==> src/rtl/bpa_pkg.sv <==
// Shared constants and types for the sequential left-shift accumulator.
package bpa_pkg;

    localparam int BPA_W       = 10;
    localparam int BPA_N_STEPS = 48;
    localparam int BPA_CNT_W   = $clog2(BPA_N_STEPS);

    typedef enum logic {
        IDLE = 1'b0,
        RUN  = 1'b1
    } bpa_state_t;

    typedef logic [BPA_W-1:0] bpa_word_t;

endpackage

==> src/rtl/bpa_shl_seq_if.sv <==
// Run-request / result bundle between a requester and the shift accumulator.
interface bpa_shl_seq_if import bpa_pkg::*; #(
    parameter int W       = BPA_W,
    parameter int N_STEPS = BPA_N_STEPS
);

    logic                 start;
    logic [W-1:0]         seed;
    logic [W*N_STEPS-1:0] amounts;
    logic                 busy;
    logic                 done;
    logic [W-1:0]         a;

    modport master (
        output start,
        output seed,
        output amounts,
        input  busy,
        input  done,
        input  a
    );

    modport slave (
        input  start,
        input  seed,
        input  amounts,
        output busy,
        output done,
        output a
    );

endinterface

==> src/rtl/bpa_shl_step.sv <==
// Combinational saturating left shift: amounts of W or more clear the word.
module bpa_shl_step #(
    parameter int W = 10
) (
    input  logic [W-1:0] value_i,
    input  logic [W-1:0] amount_i,
    output logic [W-1:0] result_o
);

    // Large amounts are forced to zero explicitly so no tool ever wraps the count.
    always_comb begin
        result_o = '0;
        if (int'(amount_i) >= W) begin
            result_o = '0;
        end else begin
            result_o = value_i << amount_i;
        end
    end

endmodule

==> src/rtl/bpa_shl_seq.sv <==
// Loads a seed and N_STEPS shift amounts, then shifts the accumulator left once per clock.
module bpa_shl_seq import bpa_pkg::*; #(
    parameter int W       = BPA_W,
    parameter int N_STEPS = BPA_N_STEPS
) (
    input  logic         clk,
    input  logic         rst,
    bpa_shl_seq_if.slave bus
);

    localparam int CNT_W = (N_STEPS > 1) ? $clog2(N_STEPS) : 1;
    localparam logic [CNT_W-1:0] CNT_LAST = CNT_W'(N_STEPS - 1);

    bpa_state_t           state_q;
    logic [CNT_W-1:0]     cnt_q;
    logic [W-1:0]         acc_q;
    logic [W*N_STEPS-1:0] amt_q;
    logic [W-1:0]         a_q;
    logic                 busy_q;
    logic                 done_q;

    logic [W-1:0]         cur_amt_s;
    logic [W-1:0]         acc_d;

    // Select the amount for the step the counter points at.
    always_comb begin
        cur_amt_s = amt_q[int'(cnt_q)*W +: W];
    end

    bpa_shl_step #(
        .W (W)
    ) u_step (
        .value_i  (acc_q),
        .amount_i (cur_amt_s),
        .result_o (acc_d)
    );

    // Control FSM with snapshot, step counter and result registers; done is a one-cycle pulse.
    always_ff @(posedge clk or posedge rst) begin
        if (rst) begin
            state_q <= IDLE;
            cnt_q   <= '0;
            acc_q   <= '0;
            amt_q   <= '0;
            a_q     <= '0;
            busy_q  <= 1'b0;
            done_q  <= 1'b0;
        end else begin
            done_q <= 1'b0;
            case (state_q)
                IDLE: begin
                    if (bus.start) begin
                        state_q <= RUN;
                        acc_q   <= bus.seed;
                        amt_q   <= bus.amounts;
                        cnt_q   <= '0;
                        busy_q  <= 1'b1;
                    end else begin
                        busy_q  <= 1'b0;
                    end
                end
                RUN: begin
                    acc_q <= acc_d;
                    if (cnt_q == CNT_LAST) begin
                        a_q     <= acc_d;
                        done_q  <= 1'b1;
                        busy_q  <= 1'b0;
                        cnt_q   <= '0;
                        state_q <= IDLE;
                    end else begin
                        cnt_q   <= cnt_q + CNT_W'(1);
                        busy_q  <= 1'b1;
                    end
                end
                default: begin
                    state_q <= IDLE;
                    cnt_q   <= '0;
                    busy_q  <= 1'b0;
                end
            endcase
        end
    end

    assign bus.busy = busy_q;
    assign bus.done = done_q;
    assign bus.a    = a_q;

endmodule

==> src/flat_wrapper.sv <==
// flat-port wrapper written by rule: the top's interface ports become plain ports
module bpa_shl_seq_flat import bpa_pkg::*;
#(
    parameter int W       = BPA_W,
    parameter int N_STEPS = BPA_N_STEPS
)
  (clk, rst, bus_start, bus_seed, bus_amounts, bus_busy, bus_done, bus_a);
  bpa_shl_seq_if #(.W(W), .N_STEPS(N_STEPS)) bus_i ();
  input  logic clk;
  input  logic rst;
  input wire logic [$bits(bus_i.start)-1:0] bus_start;
  input wire logic [$bits(bus_i.seed)-1:0] bus_seed;
  input wire logic [$bits(bus_i.amounts)-1:0] bus_amounts;
  output wire logic [$bits(bus_i.busy)-1:0] bus_busy;
  output wire logic [$bits(bus_i.done)-1:0] bus_done;
  output wire logic [$bits(bus_i.a)-1:0] bus_a;
  assign bus_i.start = bus_start;
  assign bus_i.seed = bus_seed;
  assign bus_i.amounts = bus_amounts;
  assign bus_busy = bus_i.busy;
  assign bus_done = bus_i.done;
  assign bus_a = bus_i.a;
  bpa_shl_seq #(.W(W), .N_STEPS(N_STEPS)) u_core (.clk(clk), .rst(rst), .bus(bus_i));
endmodule
==> config.mk <==
export PLATFORM = sky130hd
export DESIGN_NAME = bpa_shl_seq_flat
export DESIGN_NICKNAME = d
export VERILOG_FILES = /design/src/rtl/bpa_pkg.sv /design/src/rtl/bpa_shl_seq_if.sv /design/src/rtl/bpa_shl_step.sv /design/src/rtl/bpa_shl_seq.sv /design/src/flat_wrapper.sv
export SDC_FILE = /design/constraint.sdc
export NUM_CORES = 1
export LEC_CHECK = 0
export ABC_AREA = 1
export CAP_MARGIN = 15
export CORE_MARGIN = 4
export CORE_UTILIZATION = 40
export CTS_CLUSTER_DIAMETER = 60
export CTS_CLUSTER_SIZE = 30
export DETAILED_ROUTE_END_ITERATION = 10
export MAX_ROUTING_LAYER = met4
export PLACE_DENSITY = 0.7
export SLEW_MARGIN = 25
export SYNTH_ARGS = -nofsm -noshare
export SYNTH_HDL_FRONTEND = slang
export SYNTH_SLANG_ARGS = --single-unit
==> constraint.sdc <==
create_clock -name clk -period 39.3 [get_ports clk]
set_input_delay 7.86 -clock clk [delete_from_list [all_inputs] [get_ports clk]]
set_output_delay 7.86 -clock clk [all_outputs]
set_load 0.01 [all_outputs]
==> reports/results.ini, run 1 <==
[finish]
areaGrowthSynthToFinish_pct=29.3
layout_commonest_cell=nand2_1
fillers=5553
drive_above_1_share_pct=4.01
multi_input_area_um2=9260
final_cell_mix=nand2_1, dfrtp_1, clkdlybuf4s50_1, o21ai_0, inv_1
layout.area.seq_um2=12700
fin_nets=3927

[power]
power_frac_comb_pct=40.4
p_clk_share_pct=20.3
power_density_nw_per_um2=73.5
ir_drop_v=0.0000383
p_sw_share_pct=42.2
p_int_uw=1290
p_seq_share_pct=39.3
fin_total_pwr_uw=2240
power.leakage_uw=0.0146
p_sw_uw=945

[clock_tree]
cts.repair.resized=0
cts-hold-fix-buffers=0
clock_latency_ns=0.58
post-cts-setup-buffer-count=0
cts_tree=yes
cts_max_path_buffers=3
cts-root-buf=clkbuf_16
clock-sinks=508
htreeDepth=2
clkTransAtPathRegs_ns=0.08
cts_made_buffers=42

[synth]
syn_inst=3042
yosysTopAreaCell=dfrtp_1
yosys-top-cells-area=dfrtp_1, nand2_1, o21ai_0, nand3_1, inv_1
ys.flop_type=dfrtp_1
synth_top_area_share_pct=54.0
synth_cell_type_count=44
mappedNetlistNets=3536
synthArstFlopShare_pct=100
synth_area_per_cell_um2=7.74
yosysSeqAreaShare_pct=54.0
synth_area_um2=23600
synth_edf_count=0
synth_warnings=0
synth_seq_cells=508

[worst_setup_path]
cpMostUsedCell=buf_4
crit_fanout=102
critPathTopFamily=buffers and inverters
crit_type=input pin to register
cp.required_ns=39.72
crit_slowest_cell=buf_4
cp_num_buf_inv=5
slowest_delay_ns=0.87
cp.arrival_ns=11.73
end_kind=register
worstPathCellList=clkdlybuf4s50_1 -> inv_1 -> nor2_4 -> buf_4 -> buf_4 -> buf_4 -> o21ai_0
worst_setup_path_start_kind=input pin

[place]
dpl_worst_slack_ns=27.41
dp_hpwl_um=55400
gp_congestion=0.908
portBuffers=504

[global_route]
grt_usage_pct=25.8
grt_max_degree=248
grt_pass1_vias=21094
grt_overflow=0
grt_pass1_wl_um=124000
antenna_found_initial=11

[timing]
maxSlewHeadroom_pct=28.2
period_share_pct=28.8
rsz0062_at_grt=false
worst_pin_slew_ns=1.08
skew_ns=0.0221
hold_viol=0
fmax_mhz=88.4
final.setup.worst_slack_ns=27.99
slew_viol_final=0
fin_tns_setup_ns=0
setup_viol_count_final=0
fin_crit_ns=11.31

[drt]
drtIter0Drc=1797
num_vias=21556
drc_errors=0
drtAntennaViolNets=0
firstDrtPassIters=5
via_per_inst=5.08
post_drt_wl_per_cell_um=19.1
wl_um=81200

[floorplan]
die_h_um=251
rows=88
ios=505
floorplan.die_area_um2=62800
core_area_um2=58000
die_w_um=251
start_util_pct=40.6

[status]
outcome=completed

[flow_run]
drv_cap=0

[hold_path]
hold_class=register to register

## worst reg2reg max path, cell delays in order (launching register included)
cell and delay (ns):
dfrtp_4 0.86, buf_4 0.79, nor2_4 0.35, buf_4 0.34
nand2_1 0.10, nand2_1 0.06, inv_1 0.05, nand4_1 0.26
nand3_1 0.18, nand2_1 0.14, nand2_1 0.09, nand2_1 0.06
nor2_1 0.28, nand2_1 0.17, inv_2 0.19, nand3_2 0.17
inv_2 0.14, nand3_1 0.19, o21bai_1 0.17
## cell type report
type | instances | share of cell area (%)
multi-input cells | 2162 | 30.4
inverters | 189 | 2.40
well taps | 765 | 3.14
diodes | 11 | 0.0904
clock inverters | 26 | 0.982
clock buffers | 52 | 3.95
flip-flops and latches | 508 | 41.8
repair buffers | 530 | 17.3
## synth_stat cells, drive strengths merged (14+ instances only)
library cell,n
nor2,113
o221ai,14
nand4,14
o211ai,45
o21ai,277
nand3,151
dfrtp,508
a21oi,57
nand2,1452
inv,188
clkbuf,120
buf,63
## cells by family (layout without fill, tap and decap cells)
family	after synthesis	after routing	synth area share, %
AND/OR/NAND/NOR	1745	1745	29.3
buffers and inverters	372	797	6.80
AO/OA/AOI/OAI	413	413	9.80
XOR/XNOR	2	2	0.0744
multiplexers	1	1	0.0425
adder cells (fa/ha/maj)	1	1	0.0531
flip-flops	508	508	54.0
other	0	11	0
## per-stage QoR
stage / instances / cell area (um2) / utilization [%] / hold slack, ns
6_report: 4243 / 30400 / 52.5 / 0.467
2_1_floorplan: 3042 / 23600 / - / 0.433
3_5_place_dp: 4154 / 28900 / 49.8 / 0.453
5_1_grt: 4243 / 30400 / 52.5 / 0.484
4_1_cts: 4232 / 30400 / 52.4 / 0.471
3_3_place_gp: 4154 / 28900 / 49.8 / 0.444
## power groups by stage
stage	Sequential (uW)	Clock [uW]	Combinational [uW]
after floorplan	847	0	633
after global placement	879	0	892
after detailed placement	885	0	906
after CTS	877	463	911
after global routing	906	483	1020
final	880	455	904
## flip-flops by register name (all words and copies together) (netlist names)
name and count:
u_core.acc_q 10, u_core.amt_q 480, u_core.bus.a 10, u_core.bus.done 1, u_core.cnt_q 6, u_core.state_q 1
## layer usage
| layer | vias to the layer above | share of wire (%) | GRT usage [%] |
|---|---|---|---|
| met2 | 712 | 49 | 42.6 |
| met4 | 0 | 2.5 | 7.05 |
| met5 | - | 0 | - |
| met3 | 102 | 5.9 | 3.82 |
| met1 | 10363 | 43 | 33.6 |
| li1 | 10379 | - | - |
## path summary, 6_finish.rpt
path | startpoint | end | slack [ns] | cells past startpoint
min in group asynchronous | rst | u_core.amt_q[348]$_DFFE_PP0P_ | 7.86 | 2
worst max-delay path | bus_start | u_core.amt_q[257]$_DFFE_PP0P_ | 27.99 | 7
worst min register to register | u_core.amt_q[106]$_DFFE_PP0P_ | u_core.amt_q[106]$_DFFE_PP0P_ | 0.47 | 2
worst min-delay path | u_core.amt_q[106]$_DFFE_PP0P_ | u_core.amt_q[106]$_DFFE_PP0P_ | 0.47 | 2
max in group asynchronous | rst | u_core.amt_q[86]$_DFFE_PP0P_ | 28.50 | 5
worst max register to register | u_core.cnt_q[0]$_DFFE_PP0P_ | u_core.acc_q[5]$_DFFE_PP0P_ | 34.65 | 18
(Power assumes the default switching activity.)
==> inputs of run 2 (changes only) <==
Settings changed: PLACE_DENSITY 0.7 to 0.73.
Clock period 39.3 ns to 9.4 ns, I/O delays scaled along.
==> run 2 against run 1 <==
Net effect: via count shrank 0.90%; register-to-register slack lost 30 ns; sequential share of layout area shrank 0.31 points; largest cell class unchanged; routed wire length shrank 0.85%; highest routed layer unchanged; count of clock-buffer cells in the layout grew 2; first-iteration DRC count grew 14%; clock power grew to 4.5 times the previous value; combinational power grew to 4.2 times the previous value; final cell count grew 0.26%; die area is the same.
==> reports/results.ini, run 2 (same netlist as run 1, synthesis figures left out) <==
[flow_run]
drv_cap=0  ; unchanged

[finish]
layout.area.seq_um2=12700  ; unchanged
areaGrowthSynthToFinish_pct=30.2
regMostFlops=u_core.amt_q
postLayoutCoreUtil_pct=52.9  ; +0.39 points
fillers=5501  ; -0.94%
final_area_um2=30700  ; +0.74%
final_cells=4254  ; +0.26%
layout_commonest_cell=nand2_1
multi_input_area_um2=9260  ; unchanged
largest_register_ffs=480  ; unchanged
drive_above_1_share_pct=4.21  ; +0.20 points
final_cell_mix=nand2_1, dfrtp_1, clkdlybuf4s50_1, o21ai_0, inv_1
fin_nets=3931  ; +0.10%

[worst_setup_path]
end_kind=register
worst_setup_path_start_kind=register
crit_fanout=60  ; -41%
crit_type=register to register
r2r-start=u_core.cnt_q[0]$_DFFE_PP0P_
cp.arrival_ns=4.84  ; -6.89 ns
cp.required_ns=9.92  ; -29.80 ns
rr_worst_depth=18  ; unchanged
reg2reg_setup_slack_ns=5.08  ; -29.57 ns
r2r-end=u_core.bus.a[2]$_DFFE_PP0P_

[clock_tree]
htreeDepth=2  ; unchanged
cts-hold-fix-buffers=0  ; unchanged
cts_tree=yes
cts_max_path_buffers=3  ; unchanged
clock-sinks=508  ; unchanged
post-cts-setup-buffer-count=0  ; unchanged
clock_latency_ns=0.59  ; about the same
cts_made_buffers=45  ; +7.1%
cts-root-buf=clkbuf_16
cts.repair.resized=0  ; unchanged
clkTransAtPathRegs_ns=0.07  ; about the same

[drt]
drtAntennaViolNets=0  ; unchanged
drtIter0Drc=2057  ; +14%
firstDrtPassIters=6  ; +1
via_per_inst=5.02  ; -1.2%
wl_um=80500  ; -0.85%
post_drt_wl_per_cell_um=18.9  ; -1.1%
num_vias=21362  ; -0.90%
drc_errors=0  ; unchanged

[global_route]
top_usage_layer=met2
use_met3_pct=3.92  ; +0.10 points
grt_pass1_vias=20923  ; -0.81%
grt_usage_pct=25.5  ; -0.33 points
grt_pass1_wl_um=122000  ; -1.6%
antenna_found_initial=19  ; +8
gr-usage-met1_pct=33.5  ; -0.17 points
grt_use_met2_pct=40.9  ; -1.7 points
grt_max_degree=265  ; +6.9%
grt_overflow=0  ; unchanged

[place]
placed_cells=4154  ; unchanged
portBuffers=504  ; unchanged
place_area_um2=29000  ; +0.19%
dp_hpwl_um=55400  ; +0.12%
gp_congestion=0.852  ; -6.2%

[floorplan]
ios=505  ; unchanged
start_util_pct=40.6  ; unchanged
die_h_um=251  ; unchanged
floorplan.die_area_um2=62800  ; unchanged
die_w_um=251  ; unchanged
core_area_um2=58000  ; unchanged
rows=88  ; unchanged

[power]
p_sw_share_pct=41.9  ; -0.32 points
p_seq_share_pct=38.9  ; -0.4 points
power.leakage_uw=0.0147  ; +0.71%
power_frac_comb_pct=39.7  ; -0.7 points
p_int_uw=5520  ; +330%
power_density_nw_per_um2=310  ; +320%
p_sw_uw=3980  ; +320%
p_clk_share_pct=21.5  ; +1.2 points
ir_drop_v=0.000143  ; +270%

[status]
outcome=completed

[timing]
slew_viol_final=0  ; unchanged
skew_ns=0.0203  ; -0.00186 ns
fmax_mhz=231
fin_crit_ns=4.32
maxSlewHeadroom_pct=22.4  ; -5.8 points
worst_pin_slew_ns=1.16  ; +0.0869 ns
period_share_pct=46.0
rsz0062_at_grt=false
fin_tns_setup_ns=0  ; unchanged
setup_viol_count_final=0  ; unchanged
hold_viol=0  ; unchanged

[hold_path]
hold_class=register to register
hold_depth=2  ; unchanged
min_from=u_core.amt_q[457]$_DFFE_PP0P_
hold-path-endpoint=u_core.amt_q[457]$_DFFE_PP0P_

==> run 2: worst max path at each step <==
stage                           startpoint                       endpoint  depth (start not counted)
2_1_floorplan                          rst    u_core.acc_q[0]$_DFFE_PP0P_                          1
3_3_place_gp                     bus_start  u_core.amt_q[355]$_DFFE_PP0P_                          6
3_5_place_dp                     bus_start  u_core.amt_q[213]$_DFFE_PP0P_                          6
4_1_cts        u_core.cnt_q[0]$_DFFE_PP0P_    u_core.bus.a[9]$_DFFE_PP0P_                         18
5_1_grt        u_core.cnt_q[0]$_DFFE_PP0P_    u_core.acc_q[6]$_DFFE_PP0P_                         18
6_report       u_core.cnt_q[0]$_DFFE_PP0P_    u_core.bus.a[2]$_DFFE_PP0P_                         18
==> run 2: routing by layer <==
layer,part of all wire [%],wire [um],vias to the layer above
li1,-,-,10389
met4,2.8,2260,0
met5,0,0,-
met3,6.0,4850,119
met1,43,34500,10139
met2,48,38900,715
==> run 2: critical path, cell delays in order (launching register included) <==
cell and delay, ns:
dfrtp_4 0.72, inv_4 0.44, buf_4 0.74, nand2_1 0.37
nor3_1 0.27, nor2_1 0.07, nand3_1 0.07, nand2_1 0.10
nand3_1 0.14, nand3_1 0.16, nand3_2 0.16, nand2_1 0.11
inv_2 0.19, nand3_2 0.17, inv_2 0.14, nand2_2 0.06
nor2_2 0.11, nand2_1 0.06, nand2_1 0.08
==> run 2: metrics by stage <==
stage                     hold slack (ns)  power [uW]  setup slack [ns]
after detailed placement            0.453        7500              4.76
after global placement              0.448        7390              4.84
final                               0.468        9500              5.08
after floorplan                     0.433        6190             0.624
after CTS                           0.469        9560              5.12
after global routing                0.487       10200              4.75
==> run 2: final cells by class <==
cell class	instances	share of cell area, %
clock buffer	54	4.15
antenna	17	0.139
clock inverter	28	1.16
multi-input combinational	2162	30.2
inverter	189	2.37
tap	765	3.12
sequential	508	41.5
timing repair buffer	531	17.4
==> run 2: power groups by stage <==
stage | Combinational (uW) | Clock [uW] | Sequential [uW]
final | 3770 | 2040 | 3690
after global routing | 4270 | 2150 | 3800
after CTS | 3800 | 2070 | 3680
after detailed placement | 3790 | 0 | 3710
after global placement | 3700 | 0 | 3680
after floorplan | 2650 | 0 | 3540
